### src/rtl/uart_tx_fifo.sv
// uart_tx_fifo: DEPTH-byte FIFO feeding a UART 8N1 line driver (8E1 when UART_TX_PARITY_EN is defined).
// Latency: byte pushed at edge k is popped at edge k+1; its start bit appears on o_tx after edge k+2.
// Backpressure: o_ready is registered low while full; a push then is dropped and latches o_overflow.
module uart_tx_fifo #(
  parameter int CLK_FREQ = 100000000,
  parameter int BAUD     = 9600,
  parameter int DEPTH    = 16
) (
  input  logic                     clk,
  input  logic                     rst_n,
  input  logic [7:0]               i_data,
  input  logic                     i_valid,
  output logic                     o_ready,
  output logic                     o_tx,
  output logic                     o_idle,
  output logic [$clog2(DEPTH):0]   o_count,
  output logic                     o_overflow
);

  localparam int CLKS_PER_BIT = CLK_FREQ / BAUD;
  localparam int AW = $clog2(DEPTH);
  localparam int CW = AW + 1;
  localparam int BW = (CLKS_PER_BIT > 1) ? $clog2(CLKS_PER_BIT) : 1;
  localparam logic [BW-1:0] BAUD_LAST = BW'(CLKS_PER_BIT - 1);
  localparam logic [CW-1:0] FULL_CNT  = CW'(DEPTH);

  localparam logic [2:0] S_IDLE   = 3'd0;
  localparam logic [2:0] S_START  = 3'd1;
  localparam logic [2:0] S_DATA   = 3'd2;
  localparam logic [2:0] S_STOP   = 3'd3;
`ifdef UART_TX_PARITY_EN
  localparam logic [2:0] S_PARITY = 3'd4;
`endif

  logic [7:0]    mem [DEPTH];
  logic [AW-1:0] wr_ptr;
  logic [AW-1:0] rd_ptr;
  logic [CW-1:0] count_q;
  logic [CW-1:0] count_d;
  logic          ready_q;
  logic          ovf_q;

  logic [2:0]    state_q;
  logic [2:0]    state_d;
  logic [BW-1:0] baud_cnt;
  logic [2:0]    bit_idx;
  logic [7:0]    shift_q;
  logic          tx_q;
  logic          tx_d;
`ifdef UART_TX_PARITY_EN
  logic          parity_q;
`endif

  logic push;
  logic pop;
  logic bit_done;

  assign push     = i_valid & ready_q;
  assign pop      = (state_q == S_IDLE) && (count_q != '0);
  assign bit_done = (baud_cnt == BAUD_LAST);

  always_comb begin
    count_d = count_q;
    case ({push, pop})
      2'b10:   count_d = count_q + CW'(1);
      2'b01:   count_d = count_q - CW'(1);
      default: count_d = count_q;
    endcase
  end

  // Storage carries no reset: emptiness is defined by the pointers and count alone.
  always_ff @(posedge clk) begin
    if (push) begin
      mem[wr_ptr] <= i_data;
    end
  end

  always_ff @(posedge clk or negedge rst_n) begin
    if (!rst_n) begin
      wr_ptr  <= '0;
      rd_ptr  <= '0;
      count_q <= '0;
      ready_q <= 1'b1;
      ovf_q   <= 1'b0;
    end else begin
      if (push) begin
        wr_ptr <= wr_ptr + AW'(1);
      end
      if (pop) begin
        rd_ptr <= rd_ptr + AW'(1);
      end
      count_q <= count_d;
      ready_q <= (count_d != FULL_CNT);
      if (i_valid && !ready_q) begin
        ovf_q <= 1'b1;
      end
    end
  end

  always_comb begin
    state_d = state_q;
    case (state_q)
      S_IDLE: begin
        if (pop) begin
          state_d = S_START;
        end
      end
      S_START: begin
        if (bit_done) begin
          state_d = S_DATA;
        end
      end
      S_DATA: begin
        if (bit_done && (bit_idx == 3'd7)) begin
`ifdef UART_TX_PARITY_EN
          state_d = S_PARITY;
`else
          state_d = S_STOP;
`endif
        end
      end
`ifdef UART_TX_PARITY_EN
      S_PARITY: begin
        if (bit_done) begin
          state_d = S_STOP;
        end
      end
`endif
      S_STOP: begin
        if (bit_done) begin
          state_d = S_IDLE;
        end
      end
      default: state_d = S_IDLE;
    endcase
  end

  // Line level for the current state; registered below so o_tx trails the FSM by one cycle.
  always_comb begin
    tx_d = 1'b1;
    case (state_q)
      S_START:  tx_d = 1'b0;
      S_DATA:   tx_d = shift_q[0];
`ifdef UART_TX_PARITY_EN
      S_PARITY: tx_d = parity_q;
`endif
      default:  tx_d = 1'b1;
    endcase
  end

  always_ff @(posedge clk or negedge rst_n) begin
    if (!rst_n) begin
      state_q  <= S_IDLE;
      baud_cnt <= '0;
      bit_idx  <= '0;
      shift_q  <= '0;
      tx_q     <= 1'b1;
`ifdef UART_TX_PARITY_EN
      parity_q <= 1'b0;
`endif
    end else begin
      state_q <= state_d;
      tx_q    <= tx_d;

      if (state_q == S_IDLE || bit_done) begin
        baud_cnt <= '0;
      end else begin
        baud_cnt <= baud_cnt + BW'(1);
      end

      if (pop) begin
        shift_q  <= mem[rd_ptr];
        bit_idx  <= '0;
`ifdef UART_TX_PARITY_EN
        parity_q <= ^mem[rd_ptr];
`endif
      end else if (state_q == S_START && bit_done) begin
        bit_idx <= '0;
      end else if (state_q == S_DATA && bit_done) begin
        shift_q <= {1'b0, shift_q[7:1]};
        bit_idx <= bit_idx + 3'd1;
      end
    end
  end

  assign o_tx       = tx_q;
  assign o_ready    = ready_q;
  assign o_count    = count_q;
  assign o_overflow = ovf_q;
  assign o_idle     = (count_q == '0) && (state_q == S_IDLE);

endmodule

### config.mk
export PLATFORM = sky130hd
export DESIGN_NAME = uart_tx_fifo
export DESIGN_NICKNAME = d
export VERILOG_FILES = /design/src/rtl/uart_tx_fifo.sv
export SDC_FILE = /design/constraint.sdc
export NUM_CORES = 1
export LEC_CHECK = 0
export CAP_MARGIN = 20
export CELL_PAD_IN_SITES_DETAIL_PLACEMENT = 1
export CELL_PAD_IN_SITES_GLOBAL_PLACEMENT = 2
export CORE_UTILIZATION = 46
export DETAILED_ROUTE_END_ITERATION = 8
export PLACE_DENSITY = 0.79
export SLEW_MARGIN = 40
export SYNTH_ARGS = -nofsm -noshare
export SYNTH_HDL_FRONTEND = slang
export SYNTH_SLANG_ARGS = --single-unit
export TNS_END_PERCENT = 20
### constraint.sdc
create_clock -name clk -period 3.8 [get_ports clk]
set_input_delay 0.76 -clock clk [delete_from_list [all_inputs] [get_ports clk]]
set_output_delay 0.76 -clock clk [all_outputs]
set_load 0.01 [all_outputs]
==> out/metrics.csv <==
stage;metric;value;unit
cts;post-cts-setup-buffer-count;0;
sta;hold_viol;0;
floorplanning;die_y;128;um
sta;worstMarginPinSlew;0.820;ns
sta;setup_viol;0;
worst_setup_path;endpoint;o_ready;
route;drtIter0Drc;213;
floorplanning;ios;20;
worst_setup_path;critPathMaxStageDelay;0.48;ns
sta;drv_slew;0;
placement;globalplace.congestion;0.758;
yosys;synth_top_area_share;52.7;%
sta;min_period;3.07;ns
yosys;syn_nets;468;
global_routing;grt.overflow.total;0;
cells_and_area;fin_nets;506;
route;wl_per_cell;20.4;um
sta;clock_skew;0.00718;ns
floorplanning;dieWidth;128;um
cells_and_area;area_growth;15.1;%
yosys;synth_ff_type;edfxtp_1;
yosys;netlist-cell-type-count;51;
yosys;synthTopCellsByArea;edfxtp_1, dfrtp_1, mux4_2, ha_1, mux2i_1;
route;drc;0;
sta;setup_ws;0.730;ns
job;max_cap_viol_count;0;
floorplanning;rows;45;
yosys;synth_top_cell_by_area;edfxtp_1;
cts;path_clk_slew;0.07;ns
yosys;yosysSeqAreaShare;67.5;%
power;power_density;748;nW/um2
worst_setup_path;reg2reg_slack;0.73;ns
worst_setup_path;crit_family;compound AO/OA/AOI/OAI gates;
worst_setup_path;path_cells;inv_1, ha_1, a21bo_2, a21oi_1, xor2_1, ha_1, or4b_1, a211oi_2, o41ai_2, xnor2_1, nand4bb_1;
global_routing;grt_pass1_wl;23400;um
route;vias;3854;
worst_setup_path;end_kind;register;
route;postRouteAntennaNets;0;
worst_setup_path;critPathMostFrequentCell;ha_1;
yosys;synth-edff-count;128;
yosys;async_flop_share;25.1;%
global_routing;grt_max_degree;44;
cells_and_area;diodes;0;
worst_setup_path;path_depth;11;
cells_and_area;drive_above_1_share;21.5;%
worst_setup_path;critical_path_arrival;3.41;ns
worst_hold_path;hold_class;in -> async;
sta;slew_headroom;45.4;%
yosys;avgSynthCellArea;16.5;um2
cts;cts_tree;done;
power;max-vdd-ir-drop;0.422;mV
cells_and_area;fin_cells;704;
route;drtPass1Iterations;4;
placement;place.detailed.hpwl;9570;um
cts;cts_max_path_buffers;2;
yosys;yosysWarnings;0;
route;routed_wl;14400;um
cts;cts_hold_buf;0;
cts;cts.sinks;171;
route;vias_per_cell;5.47;
floorplanning;start_util;47.6;%
power;power.total;6.28;mW
global_routing;globalRouteTotalUtil;19.8;%
cts;htreeDepth;4;
placement;portBuffers;19;
cts;cts_root_buf;clkbuf_16;
sta;fin_setup_tns;0;ns
yosys;synth.most_common_cell;edfxtp_1;
worst_setup_path;reg2reg_to;o_ready;
global_routing;first_global_vias;4162;
status;status;completed;
sta;rsz0062_at_grt;no;
placement;dpl_worst_slack;0.437;ns
worst_setup_path;crit_path_start_kind;register;
worst_setup_path;path_buf_inv;1;
worst_setup_path;cp_max_fo;8;
global_routing;antenna_found_initial;0;
yosys;synth_area;7290;um2
worst_setup_path;cp_data_required_time;4.14;ns
yosys;synth_seq_cells;171;
worst_setup_path;cp_slowest_cell;or4b_1;
sta;min_period_over_period;80.8;%
cts;clock_latency;0.42;ns
yosys;netlist_top_cells_count;edfxtp_1, dfrtp_1, mux4_2, nor2_1, nand2_1;
floorplanning;die_area;16400;um2
cells_and_area;fill_cells;1437;
worst_setup_path;critPathKind;reg -> reg;
worst_setup_path;reg2regPathDepth;11;
sta;max_freq;326;MHz
worst_setup_path;r2r-start;state_q[0];
yosys;syn_inst;442;
worst_setup_path;cp-startpoint;state_q[0];
cts;cts_resized;0;
placement;dpl.cell_count;672;
power;p_leak;3.01;nW
cts;cts-buffers-inserted;17;
floorplanning;core;15300;um2
-- cells by family after synthesis --
group | Yosys count | synth area share (%)
adder cells (fa/ha/maj) | 15 | 2.57
AND/OR/NAND/NOR | 103 | 7.89
multiplexers | 57 | 13.6
flip-flops | 171 | 67.5
XOR/XNOR | 21 | 2.52
buffers and inverters | 33 | 2.11
AO/OA/AOI/OAI | 42 | 3.74
-- cell type report --
cell class	count	area [um2]	share of cell area [%]
sequential	171	4920	58.7
clock buffer	18	429	5.11
tap	211	264	3.15
inverter	13	48.8	0.581
multi-input combinational	238	2210	26.4
clock inverter	14	160	1.91
timing repair buffer	39	350	4.17
-- worst reg2reg max path, stage by stage, from the launching register on --
cell       delay (ns)
dfrtp_1          0.43
inv_1            0.12
ha_1             0.31
a21bo_2          0.30
a21oi_1          0.25
xor2_1           0.20
ha_1             0.24
or4b_1           0.48
a211oi_2         0.24
o41ai_2          0.12
xnor2_1          0.17
nand4bb_1        0.12
-- state kept, by name, indices dropped and copies added (netlist names) --
signal	cells
o_ready	1
o_overflow	1
wr_ptr	4
o_tx	1
baud_cnt	14
rd_ptr	4
o_count	5
mem	128
bit_idx	3
state_q	2
shift_q	8
-- cells in the final DEF (no fill, tap or decap), types with 3 or more instances in the layout --
| master | n |
|---|---|
| a21o_1 | 3 |
| a21oi_1 | 9 |
| and2_1 | 4 |
| and3_1 | 3 |
| buf_4 | 20 |
| clkbuf_16 | 17 |
| clkdlybuf4s50_1 | 18 |
| clkinv_2 | 4 |
| dfrtp_1 | 39 |
| edfxtp_1 | 128 |
| ha_1 | 15 |
| inv_1 | 13 |
| inv_8 | 4 |
| mux2_2 | 8 |
| mux2i_1 | 15 |
| mux4_2 | 33 |
| nand2_1 | 22 |
| nand2b_1 | 3 |
| nand3_1 | 6 |
| nand3b_1 | 3 |
| nand4_1 | 6 |
| nor2_1 | 31 |
| nor3_1 | 6 |
| o211ai_1 | 8 |
| o21ai_0 | 8 |
| o21ai_1 | 8 |
| xnor2_1 | 13 |
| xor2_1 | 8 |
-- per-stage QoR --
stage | util, % | hold WS, ns | area, um2
global placement | 50.9 | 0.444 | 7800
finish | 54.8 | 0.318 | 8390
global route | 54.8 | 0.365 | 8390
floorplan | - | 0.448 | 7290
CTS | 54.8 | 0.323 | 8390
detailed placement | 50.9 | 0.469 | 7800
-- how the worst min path moves through the flow --
stage / cells after the start / slack (ns) / start / to
after floorplan: 1 / 0.45 / baud_cnt[0] / baud_cnt[0]
after global placement: 1 / 0.44 / o_overflow / o_overflow
after detailed placement: 1 / 0.47 / o_overflow / o_overflow
after CTS: 1 / 0.32 / rst_n / o_overflow
after global routing: 1 / 0.36 / rst_n / o_overflow
final: 1 / 0.32 / rst_n / o_overflow
-- report_power, final --
part           switching (mW)  internal, mW  total, mW
sequential              0.361          2.33       2.69
combinational           0.928         0.934       1.86
clock                   0.739         0.987       1.73
-- per-layer routing --
layer | share of wire, % | track usage [%] | vias to the layer above
met4 | 1.8 | 7.34 | 0
met5 | 0 | 0 | -
met1 | 47 | 27.3 | 2008
met2 | 49 | 31.5 | 47
met3 | 2.3 | 3.84 | 22
li1 | - | - | 1777
Power figures use the tool's default switching activity.
